[src/rtl/uart_pwm_multichannel_pkg.sv]
// Shared types and constants for the UART-to-PWM bridge.
package uart_pwm_pkg;

  localparam logic [3:0] ADDR_TAG = 4'hA;

  typedef enum logic [2:0] {
    IDLE    = 3'd0,
    START   = 3'd1,
    DATA    = 3'd2,
    STOP    = 3'd3,
    CLEANUP = 3'd4
  } rx_state_t;

  typedef enum logic {
    P_ADDR = 1'b0,
    P_DUTY = 1'b1
  } parser_state_t;

  // Five-bit compare so NUM_CH = 16 still admits channel 15.
  function automatic logic addr_valid(input logic [7:0] b, input logic [4:0] num_ch);
    return (b[7:4] == ADDR_TAG) && ({1'b0, b[3:0]} < num_ch);
  endfunction

endpackage

[src/rtl/uart_rx_core.sv]
// 8N1 UART receiver: two-flop synchroniser, falling-edge start detect,
// mid-bit sampling, registered byte / valid / framing-error outputs.
module uart_rx_core
  import uart_pwm_pkg::*;
#(
  parameter int CLKS_PER_BIT = 217
) (
  input  logic       i_clk,
  input  logic       i_rst,
  input  logic       i_rx,
  output logic [7:0] o_byte,
  output logic       o_dv,
  output logic       o_frame_err
);

  localparam int CW = $clog2(CLKS_PER_BIT + 1);
  localparam logic [CW-1:0] HALF_CNT = CW'((CLKS_PER_BIT - 1) / 2);
  localparam logic [CW-1:0] FULL_CNT = CW'(CLKS_PER_BIT - 1);

  rx_state_t     r_state;
  rx_state_t     w_next;
  logic          r_meta;
  logic          r_sync;
  logic          r_prev;
  logic [CW-1:0] r_cnt;
  logic [2:0]    r_bit_idx;
  logic [7:0]    r_shift;
  logic [7:0]    r_byte;
  logic          r_dv;
  logic          r_frame_err;
  logic          w_fall;
  logic          w_tick;
  logic          w_stop_ok;
  logic          w_stop_bad;

  // Synchroniser flops reset high so a reset release never looks like a start edge.
  always_ff @(posedge i_clk or posedge i_rst) begin
    if (i_rst) begin
      r_meta <= 1'b1;
      r_sync <= 1'b1;
      r_prev <= 1'b1;
    end else begin
      r_meta <= i_rx;
      r_sync <= r_meta;
      r_prev <= r_sync;
    end
  end

  always_ff @(posedge i_clk or posedge i_rst) begin
    if (i_rst) r_state <= IDLE;
    else       r_state <= w_next;
  end

  always_comb begin
    w_next = r_state;
    case (r_state)
      IDLE: begin
        if (w_fall) w_next = START;
        else        w_next = IDLE;
      end
      START: begin
        if (w_tick) w_next = r_sync ? IDLE : DATA;
        else        w_next = START;
      end
      DATA: begin
        if (w_tick && (r_bit_idx == 3'd7)) w_next = STOP;
        else                               w_next = DATA;
      end
      STOP: begin
        if (w_tick) w_next = CLEANUP;
        else        w_next = STOP;
      end
      CLEANUP: w_next = IDLE;
      default: w_next = IDLE;
    endcase
  end

  always_comb begin
    w_fall     = r_prev & ~r_sync;
    w_tick     = 1'b0;
    w_stop_ok  = 1'b0;
    w_stop_bad = 1'b0;
    case (r_state)
      START:   w_tick = (r_cnt == HALF_CNT);
      DATA:    w_tick = (r_cnt == FULL_CNT);
      STOP: begin
        w_tick     = (r_cnt == FULL_CNT);
        w_stop_ok  = w_tick & r_sync;
        w_stop_bad = w_tick & ~r_sync;
      end
      default: w_tick = 1'b0;
    endcase
  end

  always_ff @(posedge i_clk or posedge i_rst) begin
    if (i_rst) begin
      r_cnt     <= '0;
      r_bit_idx <= 3'd0;
      r_shift   <= 8'h00;
    end else begin
      case (r_state)
        START, DATA, STOP: r_cnt <= w_tick ? '0 : r_cnt + CW'(1);
        default:           r_cnt <= '0;
      endcase
      if (r_state == START) begin
        r_bit_idx <= 3'd0;
      end else if ((r_state == DATA) && w_tick) begin
        r_bit_idx <= r_bit_idx + 3'd1;
        r_shift   <= {r_sync, r_shift[7:1]};
      end
    end
  end

  always_ff @(posedge i_clk or posedge i_rst) begin
    if (i_rst) begin
      r_byte      <= 8'h00;
      r_dv        <= 1'b0;
      r_frame_err <= 1'b0;
    end else begin
      r_dv        <= w_stop_ok;
      r_frame_err <= w_stop_bad;
      if (w_stop_ok) r_byte <= r_shift;
    end
  end

  assign o_byte      = r_byte;
  assign o_dv        = r_dv;
  assign o_frame_err = r_frame_err;

endmodule

[src/rtl/uart_pwm_multichannel.sv]
// UART command parser feeding NUM_CH double-buffered 8-bit PWM channels;
// duties move from shadow to active only when the PWM counter wraps.
module uart_pwm_multichannel
  import uart_pwm_pkg::*;
#(
  parameter int CLKS_PER_BIT = 217,
  parameter int NUM_CH       = 4,
  parameter int PWM_PRESCALE = 1,
  parameter int TIMEOUT_BITS = 20
) (
  input  logic              i_Clock,
  input  logic              i_Reset,
  input  logic              i_RX_SerialBus,
  output logic              o_RX_DV,
  output logic [7:0]        o_RX_Data,
  output logic              o_Frame_Err,
  output logic              o_Cmd_Err,
  output logic [NUM_CH-1:0] o_pwm
);

  localparam int TO_CLKS = TIMEOUT_BITS * CLKS_PER_BIT;
  localparam int TW = $clog2(TO_CLKS + 1);
  localparam int PW = (PWM_PRESCALE > 1) ? $clog2(PWM_PRESCALE) : 1;
  localparam logic [TW-1:0] TO_LAST  = TW'(TO_CLKS - 1);
  localparam logic [PW-1:0] PRE_LAST = PW'(PWM_PRESCALE - 1);
  localparam logic [4:0]    NUM_CH_5 = 5'(NUM_CH);

  logic          w_dv;
  logic          w_frame_err;
  logic [7:0]    w_byte;
  parser_state_t r_pstate;
  parser_state_t w_pnext;
  logic [3:0]    r_ch;
  logic [TW-1:0] r_to_cnt;
  logic          w_addr_ok;
  logic          w_timeout;
  logic          w_latch_ch;
  logic          w_write;
  logic          w_cmd_err;
  logic          r_cmd_err;
  logic [7:0]    r_shadow [NUM_CH];
  logic [7:0]    r_active [NUM_CH];
  logic [PW-1:0] r_pre;
  logic [7:0]    r_pwm_cnt;
  logic          w_step;
  logic          w_wrap;
  logic [NUM_CH-1:0] r_pwm;

  uart_rx_core #(
    .CLKS_PER_BIT(CLKS_PER_BIT)
  ) u_rx (
    .i_clk      (i_Clock),
    .i_rst      (i_Reset),
    .i_rx       (i_RX_SerialBus),
    .o_byte     (w_byte),
    .o_dv       (w_dv),
    .o_frame_err(w_frame_err)
  );

  assign w_addr_ok = addr_valid(w_byte, NUM_CH_5);
  assign w_timeout = (r_to_cnt == TO_LAST);

  always_ff @(posedge i_Clock or posedge i_Reset) begin
    if (i_Reset) r_pstate <= P_ADDR;
    else         r_pstate <= w_pnext;
  end

  // A framing error always drops any half-received command.
  always_comb begin
    w_pnext = r_pstate;
    case (r_pstate)
      P_ADDR: begin
        if (w_dv && w_addr_ok) w_pnext = P_DUTY;
        else                   w_pnext = P_ADDR;
      end
      P_DUTY: begin
        if (w_dv || w_frame_err || w_timeout) w_pnext = P_ADDR;
        else                                  w_pnext = P_DUTY;
      end
      default: w_pnext = P_ADDR;
    endcase
  end

  always_comb begin
    w_latch_ch = 1'b0;
    w_write    = 1'b0;
    w_cmd_err  = 1'b0;
    case (r_pstate)
      P_ADDR: begin
        w_latch_ch = w_dv & w_addr_ok;
        w_cmd_err  = w_dv & ~w_addr_ok;
      end
      P_DUTY: begin
        w_write   = w_dv;
        w_cmd_err = w_timeout & ~w_dv & ~w_frame_err;
      end
      default: begin
        w_latch_ch = 1'b0;
        w_write    = 1'b0;
        w_cmd_err  = 1'b0;
      end
    endcase
  end

  always_ff @(posedge i_Clock or posedge i_Reset) begin
    if (i_Reset) begin
      r_to_cnt  <= '0;
      r_ch      <= 4'd0;
      r_cmd_err <= 1'b0;
    end else begin
      r_cmd_err <= w_cmd_err;
      if (w_latch_ch) begin
        r_to_cnt <= '0;
        r_ch     <= w_byte[3:0];
      end else if ((r_pstate == P_DUTY) && !w_timeout) begin
        r_to_cnt <= r_to_cnt + TW'(1);
      end
    end
  end

  assign w_step = (r_pre == PRE_LAST);
  assign w_wrap = w_step && (r_pwm_cnt == 8'hFF);

  always_ff @(posedge i_Clock or posedge i_Reset) begin
    if (i_Reset) begin
      r_pre     <= '0;
      r_pwm_cnt <= 8'h00;
    end else begin
      r_pre <= w_step ? '0 : r_pre + PW'(1);
      if (w_step) r_pwm_cnt <= r_pwm_cnt + 8'd1;
    end
  end

  // A shadow write landing on the wrap cycle bypasses straight into active.
  always_ff @(posedge i_Clock or posedge i_Reset) begin
    if (i_Reset) begin
      for (int n = 0; n < NUM_CH; n++) begin
        r_shadow[n] <= 8'h00;
        r_active[n] <= 8'h00;
      end
      r_pwm <= '0;
    end else begin
      for (int n = 0; n < NUM_CH; n++) begin
        if (w_write && (r_ch == 4'(n))) r_shadow[n] <= w_byte;
        if (w_wrap) r_active[n] <= (w_write && (r_ch == 4'(n))) ? w_byte : r_shadow[n];
        r_pwm[n] <= (r_pwm_cnt < r_active[n]);
      end
    end
  end

  assign o_RX_DV     = w_dv;
  assign o_RX_Data   = w_byte;
  assign o_Frame_Err = w_frame_err;
  assign o_Cmd_Err   = r_cmd_err;
  assign o_pwm       = r_pwm;

endmodule

[config.mk]
export PLATFORM = sky130hd
export DESIGN_NAME = uart_pwm_multichannel
export DESIGN_NICKNAME = d
export VERILOG_FILES = /design/src/rtl/uart_pwm_multichannel_pkg.sv /design/src/rtl/uart_rx_core.sv /design/src/rtl/uart_pwm_multichannel.sv
export SDC_FILE = /design/constraint.sdc
export NUM_CORES = 1
export LEC_CHECK = 0
export CELL_PAD_IN_SITES_DETAIL_PLACEMENT = 2
export CELL_PAD_IN_SITES_GLOBAL_PLACEMENT = 2
export CORE_MARGIN = 2
export CORE_UTILIZATION = 47
export CTS_CLUSTER_SIZE = 40
export DETAILED_ROUTE_END_ITERATION = 8
export PLACE_DENSITY = 0.92
export SETUP_SLACK_MARGIN = 0.4
export SLEW_MARGIN = 25
export SYNTH_ARGS = -nofsm -noshare
export SYNTH_HDL_FRONTEND = slang
export SYNTH_SLANG_ARGS = --single-unit
export TNS_END_PERCENT = 20
[constraint.sdc]
create_clock -name i_Clock -period 8.41 [get_ports i_Clock]
set_input_delay 2.523 -clock i_Clock [delete_from_list [all_inputs] [get_ports i_Clock]]
set_output_delay 2.523 -clock i_Clock [all_outputs]
set_load 0.02 [all_outputs]
==> results of run 1 <==
## logic make-up after synthesis
group | count (synthesis)
compound gates | 37
simple gates | 102
flops | 130
fa+ha+maj | 34
buf+inv | 44
mux | 86
xor+xnor | 20
## worst max-delay path by stage
stage	startpoint	end	slack, ps	cells past startpoint
floorplan	i_Reset	o_Cmd_Err	2420	1
finish	u_rx.o_byte[6]	o_RX_Data[6]	4250	1
detailed placement	i_Reset	r_to_cnt[9]	3790	3
CTS	i_Reset	r_shadow[4]	4230	3
global placement	i_Reset	o_Cmd_Err	3920	3
global route	u_rx.o_byte[7]	o_RX_Data[7]	4220	1
## layout make-up
class	count	area (µm²)	share of cell area, %
inverter	34	130	1.91
sequential	130	3260	47.7
clock inverter	14	164	2.40
multi-input combinational	279	2420	35.5
timing repair buffer	20	196	2.88
tap	168	210	3.08
clock buffer	18	439	6.44
## routing by layer
| metal | track usage [%] | vias up |
|---|---|---|
| met1 | 35.1 | 2035 |
| met4 | 10.3 | 0 |
| met3 | 7.22 | 32 |
| met5 | 0 | - |
| met2 | 51.8 | 76 |
| li1 | - | 1647 |
## flip-flops by register name, summed over array words and instances, names as in the netlist, 3 cells and up
register,count
u_rx.r_state,3
r_ch,4
r_to_cnt,13
u_rx.r_shift,8
u_rx.o_byte,8
r_shadow,32
r_pwm_cnt,8
r_active,32
o_pwm,4
u_rx.r_bit_idx,3
u_rx.r_cnt,8
## per-stage QoR
stage | power [mW] | worst slack (ps) | area, µm²
after CTS | 1.52 | 4230 | 6820
after global routing | 1.56 | 4220 | 6820
after floorplan | 0.726 | 2420 | 5860
after detailed placement | 0.755 | 3790 | 6210
after global placement | 0.741 | 3920 | 6210
final | 1.51 | 4250 | 6820
## worst reg2reg max path, stage by stage (launching register included)
cell and delay (ps):
dfrtp_1 530, ha_1 260, nand3_1 170, nor2_1 250, and3_2 810, mux2_2 460
## synthesized netlist by cell type (2+ instances only)
| cell type | count |
|---|---|
| nor2b_1 | 4 |
| nand3b_2 | 2 |
| dfstp_2 | 3 |
| nand2_1 | 18 |
| nand2b_1 | 7 |
| nor3_1 | 2 |
| nand4_1 | 9 |
| buf_2 | 3 |
| inv_1 | 34 |
| nand4b_1 | 2 |
| xor2_1 | 12 |
| or3_1 | 3 |
| and4_1 | 3 |
| nor3_2 | 2 |
| and2_1 | 2 |
| a221oi_1 | 4 |
| buf_4 | 3 |
| mux2_2 | 83 |
| nor4b_1 | 2 |
| a21o_1 | 9 |
| mux2i_1 | 3 |
| dfrtp_1 | 127 |
| ha_1 | 34 |
| nor2_1 | 19 |
| a31oi_1 | 4 |
| nand3_1 | 8 |
| xnor2_1 | 8 |
| nor4_2 | 2 |
| o21ai_0 | 9 |
| and3_1 | 9 |
| clkbuf_1 | 4 |
| a21oi_1 | 7 |
## power breakdown
group	internal [mW]	switching [mW]
clock	0.472	0.295
sequential	0.645	0.0268
combinational	0.0274	0.0494
==> results by group, run 1 <==
Synth
  • Area contributors post-synth: dfrtp_1, mux2_2, ha_1
  • Synth Warn #: 0
  • Number of synthesized register bits: 130
  • Post-synth ARST share: 100%
  • Post-synth top area share: 54.2%
  • Compound-gate portion of the synthesized area: 4.12%
  • Synth area leader: dfrtp_1
  • Largest family of logic cells by synthesized area: multiplexers
  • Mux contribution to synthesized area: 16.5%
  • Synth Instances: 453
  • Syn Area/Cell: 12.9 µm²
  • Post-Syn Area: 0.00586 mm²
  • Sequential fraction of the synthesis area: 55.6%
  • Ys flop type: dfrtp_1
  • Simple-gate share of the synthesized area: 10.5%
  • Syn nets: 490
  • Post-synth EDFFs: 0
  • Yosys cell types: 44
  • Post-synthesis xor/xnor area fraction: 2.99%
  • Synth Area in Adders: 7.26%

Route
  • WL final: 18000 µm
  • Vias per cell: 5.72
  • WL met1: 7290 µm
  • Max Used Layer: met4
  • First-pass DRT Iterations: 4
  • DR WL met2: 9670 µm
  • DRC viols: 0
  • WL met3: 611 µm
  • Via count: 3790
  • Starting DRT DRC Count: 211
  • Detail Route Antenna Nets: 0
  • Routed len/inst: 27.1 µm

STA
  • Final setup fails: 0
  • RSZ-0062 raised after global routing: no
  • Hold Vio Cnt, Final: 0
  • Post-layout minimum cycle time: 4160 ps
  • Peak Freq: 240 MHz
  • Final TNS setup: 0 ps
  • Worst hold slack: 362 ps
  • Fin crit share: 49.4%
  • Max-slew headroom: 41.8%
  • Worst Skew: 11.9 ps
  • Worst-Margin Slew: 874 ps
  • Max-slew violations: 0

Die
  • Die footprint: 0.0134 mm²
  • Initial Util: 48.4%
  • Die X: 116 µm
  • Die height: 116 µm
  • Cell Rows: 40
  • Io pins: 18
  • Placeable Area: 0.0121 mm²

Flow run
  • Max-cap viol count: 0

Hold path
  • HP Start: u_rx.r_meta
  • HP Class: flip-flop to flip-flop
  • Worst Hold Path EP: u_rx.r_sync
  • Min-Delay Path Depth: 0

Global route
  • GRT Resource Usage Total: 29.4%
  • First-pass GRT wire length: 28200 µm
  • Largest net degree at the start of global routing: 85
  • Grt total ovfl: 0
  • Initial antenna violation count: 0
  • Vias in the first global route: 4541

Cells and area
  • Layout Area Growth over Synthesis: 16.4%
  • Most frequent cells in the layout: dfrtp_1, mux2_2, ha_1
  • Commonest non-fill, non-tap cell in the layout: dfrtp_1
  • Final Core Density: 56.3%
  • Post-layout nets: 519
  • Fill count: 1148
  • Layout cells sized above 1: 27.1%
  • Non-Filler Instances: 663
  • N_diodes: 0

Setup path
  • Critical Path RT: 5890 ps
  • R2R Setup Slk: 5810 ps
  • Critical-path top delay cell: clkdlybuf4s50_1
  • Crit start category: flip-flop
  • Crit path kind: flip-flop to output port
  • Buf/Inv on CP: 1
  • Worst-path maximum fanout: 7
  • R2r worst-path depth: 5
  • Largest delay contributor family on the critical path: buffers and inverters
  • Crit-path cells: clkdlybuf4s50_1
  • Arr. time, crit path: 1640 ps
  • Slowest Stage Delay on Critical Path: 690 ps
  • Reg-to-Reg End: r_active[19]
  • Nature of the critical path endpoint: output port
  • RR Startpoint: r_pwm_cnt[1]

Clocking
  • CTS tree: built
  • H-Tree Level Count: 4
  • Worst skew pair latency: 430 ps
  • Clock sinks: 130
  • TritonCTS Buffers: 17
  • CTS root buf: clkbuf_16
  • CTS Hold Bufs: 0
  • CTS resizes: 0
  • Post-CTS setup buffer count: 0
  • Clk buf depth: 2
  • CTS clk-pin slew, worst paths: 70 ps

Power
  • Leakage power: 3.30 nW
  • Worst ir drop on vdd: 0.153 mV
  • PwrDens: 222 mW/mm²

Place
  • PortBufs: 17
  • Dpl cells: 631
  • Post-DP HPWL: 10700 µm
  • GP Congestion: 0.753

Run status
  • Status: finished, final reports clean
No activity file was read; power rests on OpenSTA's default activity.
==> run 2, diff against run 1 <==
Settings changed: CORE_UTILIZATION 47 to 43, PLACE_DENSITY 0.92 to 0.85.
Clock period 8.41 ns to 4.2 ns, I/O delays scaled along.
==> results by group, run 2 (synthesis gave the netlist of run 1 again) <==
Run status
  • Status: finished, final reports clean

Cells and area
  • Fin area: 0.00683 mm² (about the same)
  • Biggest regs: r_active: 32 flops, r_shadow: 32 flops, r_to_cnt: 13 flops
  • Most frequent cells in the layout: dfrtp_1, mux2_2, ha_1
  • Layout cells sized above 1: 26.6% (-0.46 points)
  • Layout Area Growth over Synthesis: 16.5% (about the same)
  • N_diodes: 0 (unchanged)
  • Fill count: 1262 (+9.9%)
  • Commonest non-fill, non-tap cell in the layout: dfrtp_1
  • Register Area: 0.00326 mm² (unchanged)
  • Multi-input gate area: 0.00242 mm² (about the same)
  • Post-layout nets: 520 (+0.19%)

STA
  • Hold Vio Cnt, Final: 0 (unchanged)
  • Post-layout minimum cycle time: 2900 ps
  • Peak Freq: 345 MHz
  • Worst-Margin Slew: 759 ps (-115 ps)
  • Max-slew headroom: 49.4% (+7.6 points)
  • Final setup fails: 0 (unchanged)
  • Fin crit share: 69.0%
  • Worst Skew: 5.17 ps (-6.73 ps)
  • RSZ-0062 raised after global routing: no
  • Final TNS setup: 0 ps (unchanged)
  • Max-slew violations: 0 (unchanged)

Clocking
  • H-Tree Level Count: 4 (unchanged)
  • CTS root buf: clkbuf_16
  • Clk buf depth: 2 (unchanged)
  • Post-CTS setup buffer count: 0 (unchanged)
  • Clock sinks: 130 (unchanged)
  • TritonCTS Buffers: 17 (unchanged)
  • CTS tree: built
  • CTS resizes: 0 (unchanged)
  • CTS clk-pin slew, worst paths: 60 ps (about the same)
  • Worst skew pair latency: 430 ps (about the same)
  • CTS Hold Bufs: 0 (unchanged)

Global route
  • Vias in the first global route: 4349 (-4.2%)
  • Initial antenna violation count: 0 (unchanged)
  • First-pass GRT wire length: 25800 µm (-8.3%)
  • Grt total ovfl: 0 (unchanged)
  • Largest net degree at the start of global routing: 131 (+54%)
  • GRT Resource Usage Total: 24.3% (-5.1 points)

Die
  • Die height: 121 µm (+4.4%)
  • Placeable Area: 0.0133 mm² (+9.8%)
  • Die X: 121 µm (+4.4%)
  • Initial Util: 44.1% (-4.3 points)
  • Die footprint: 0.0146 mm² (+9.0%)
  • Cell Rows: 42 (+5.0%)
  • Io pins: 18 (unchanged)

Power
  • Internal power: 2.26 mW (+98%)
  • Sequential Power Share: 45.4% (+1.1 points)
  • Final total power: 2.95 mW (+95%)
  • Sw Share: 23.3% (-1.1 points)
  • NetSw: 688 µW (+86%)
  • Clock power frac: 49.7% (-0.9 points)
  • Part of the power in combinational logic: 4.9% (-0.2 points)
  • PwrDens: 432 mW/mm² (+95%)
  • Leakage power: 3.30 nW (-0.14%)
  • Worst ir drop on vdd: 0.303 mV (+98%)

Setup path
  • Arr. time, crit path: 1640 ps (about the same)
  • Crit-path cells: clkdlybuf4s50_1
  • Largest delay contributor family on the critical path: buffers and inverters
  • Slowest Stage Delay on Critical Path: 680 ps (about the same)
  • Crit start category: flip-flop
  • Critical Path RT: 2940 ps (-2950 ps)
  • Nature of the critical path endpoint: output port
  • Worst-path maximum fanout: 7 (unchanged)
  • Crit path kind: flip-flop to output port
  • Buf/Inv on CP: 1 (unchanged)
  • Critical-path top delay cell: clkdlybuf4s50_1

Route
  • WL final: 15900 µm (-12%)
  • Vias per cell: 5.46 (-4.4%)
  • WL met3: 331 µm (-46%)
  • Via count: 3671 (-3.1%)
  • Routed len/inst: 23.6 µm (-13%)
  • DR WL met2: 8350 µm (-14%)
  • DRC viols: 0 (unchanged)
  • First-pass DRT Iterations: 4 (unchanged)
  • Detail Route Antenna Nets: 0 (unchanged)
  • Starting DRT DRC Count: 194 (-8.1%)
  • WL met1: 6940 µm (-4.9%)
  • Max Used Layer: met4

Place
  • GP Congestion: 0.783 (+4.0%)
  • Post-DP HPWL: 9170 µm (-14%)
  • Dpl cell area: 0.00624 mm² (+0.48%)
  • PortBufs: 17 (unchanged)

Flow run
  • Max-cap viol count: 0 (unchanged)

Hold path
  • HP Class: flip-flop to flip-flop
run 2: final timing paths:
check                      cells past startpoint           start  slack [ps]        endpoint
setup / recovery                               1  u_rx.o_byte[6]        1300    o_RX_Data[6]
hold / removal                                 0     u_rx.r_meta         360     u_rx.r_sync
setup reg to reg                               6   u_rx.r_cnt[0]        1830  u_rx.o_byte[1]
hold reg to reg                                0     u_rx.r_meta         360     u_rx.r_sync
max in group asynchronous                      3         i_Reset        2240    r_pwm_cnt[0]
min in group asynchronous                      3         i_Reset        1330     r_to_cnt[0]
run 2: power groups by stage:
stage / Combinational, mW / Clock [mW] / Sequential, mW
6_report: 0.144 / 1.47 / 1.34
5_1_grt: 0.164 / 1.54 / 1.35
4_1_cts: 0.149 / 1.49 / 1.34
3_5_place_dp: 0.145 / 0 / 1.36
3_3_place_gp: 0.131 / 0 / 1.35
2_1_floorplan: 0.109 / 0 / 1.34
run 2: stage by stage:
stage	std cells	utilization (%)	hold WS (ps)	worst slack [ps]
final	672	51.3	358	1300
after global routing	672	51.3	364	1260
after CTS	672	51.3	359	1310
after detailed placement	640	47.0	347	1770
after global placement	640	47.0	346	1820
after floorplan	453	-	345	1330
run 2: cell type report:
type	instances	area share, %
clock buffers	22	6.95
inverters	34	1.92
repair buffers	21	3.12
flip-flops and latches	130	47.7
clock inverters	10	1.58
multi-input cells	279	35.5
well taps	176	3.23
run 2: routing by layer:
layer | GRT usage [%] | vias to the layer above
li1 | - | 1647
met1 | 30.3 | 1970
met2 | 42.1 | 39
met3 | 5.42 | 15
met4 | 7.70 | 0
met5 | 0 | -
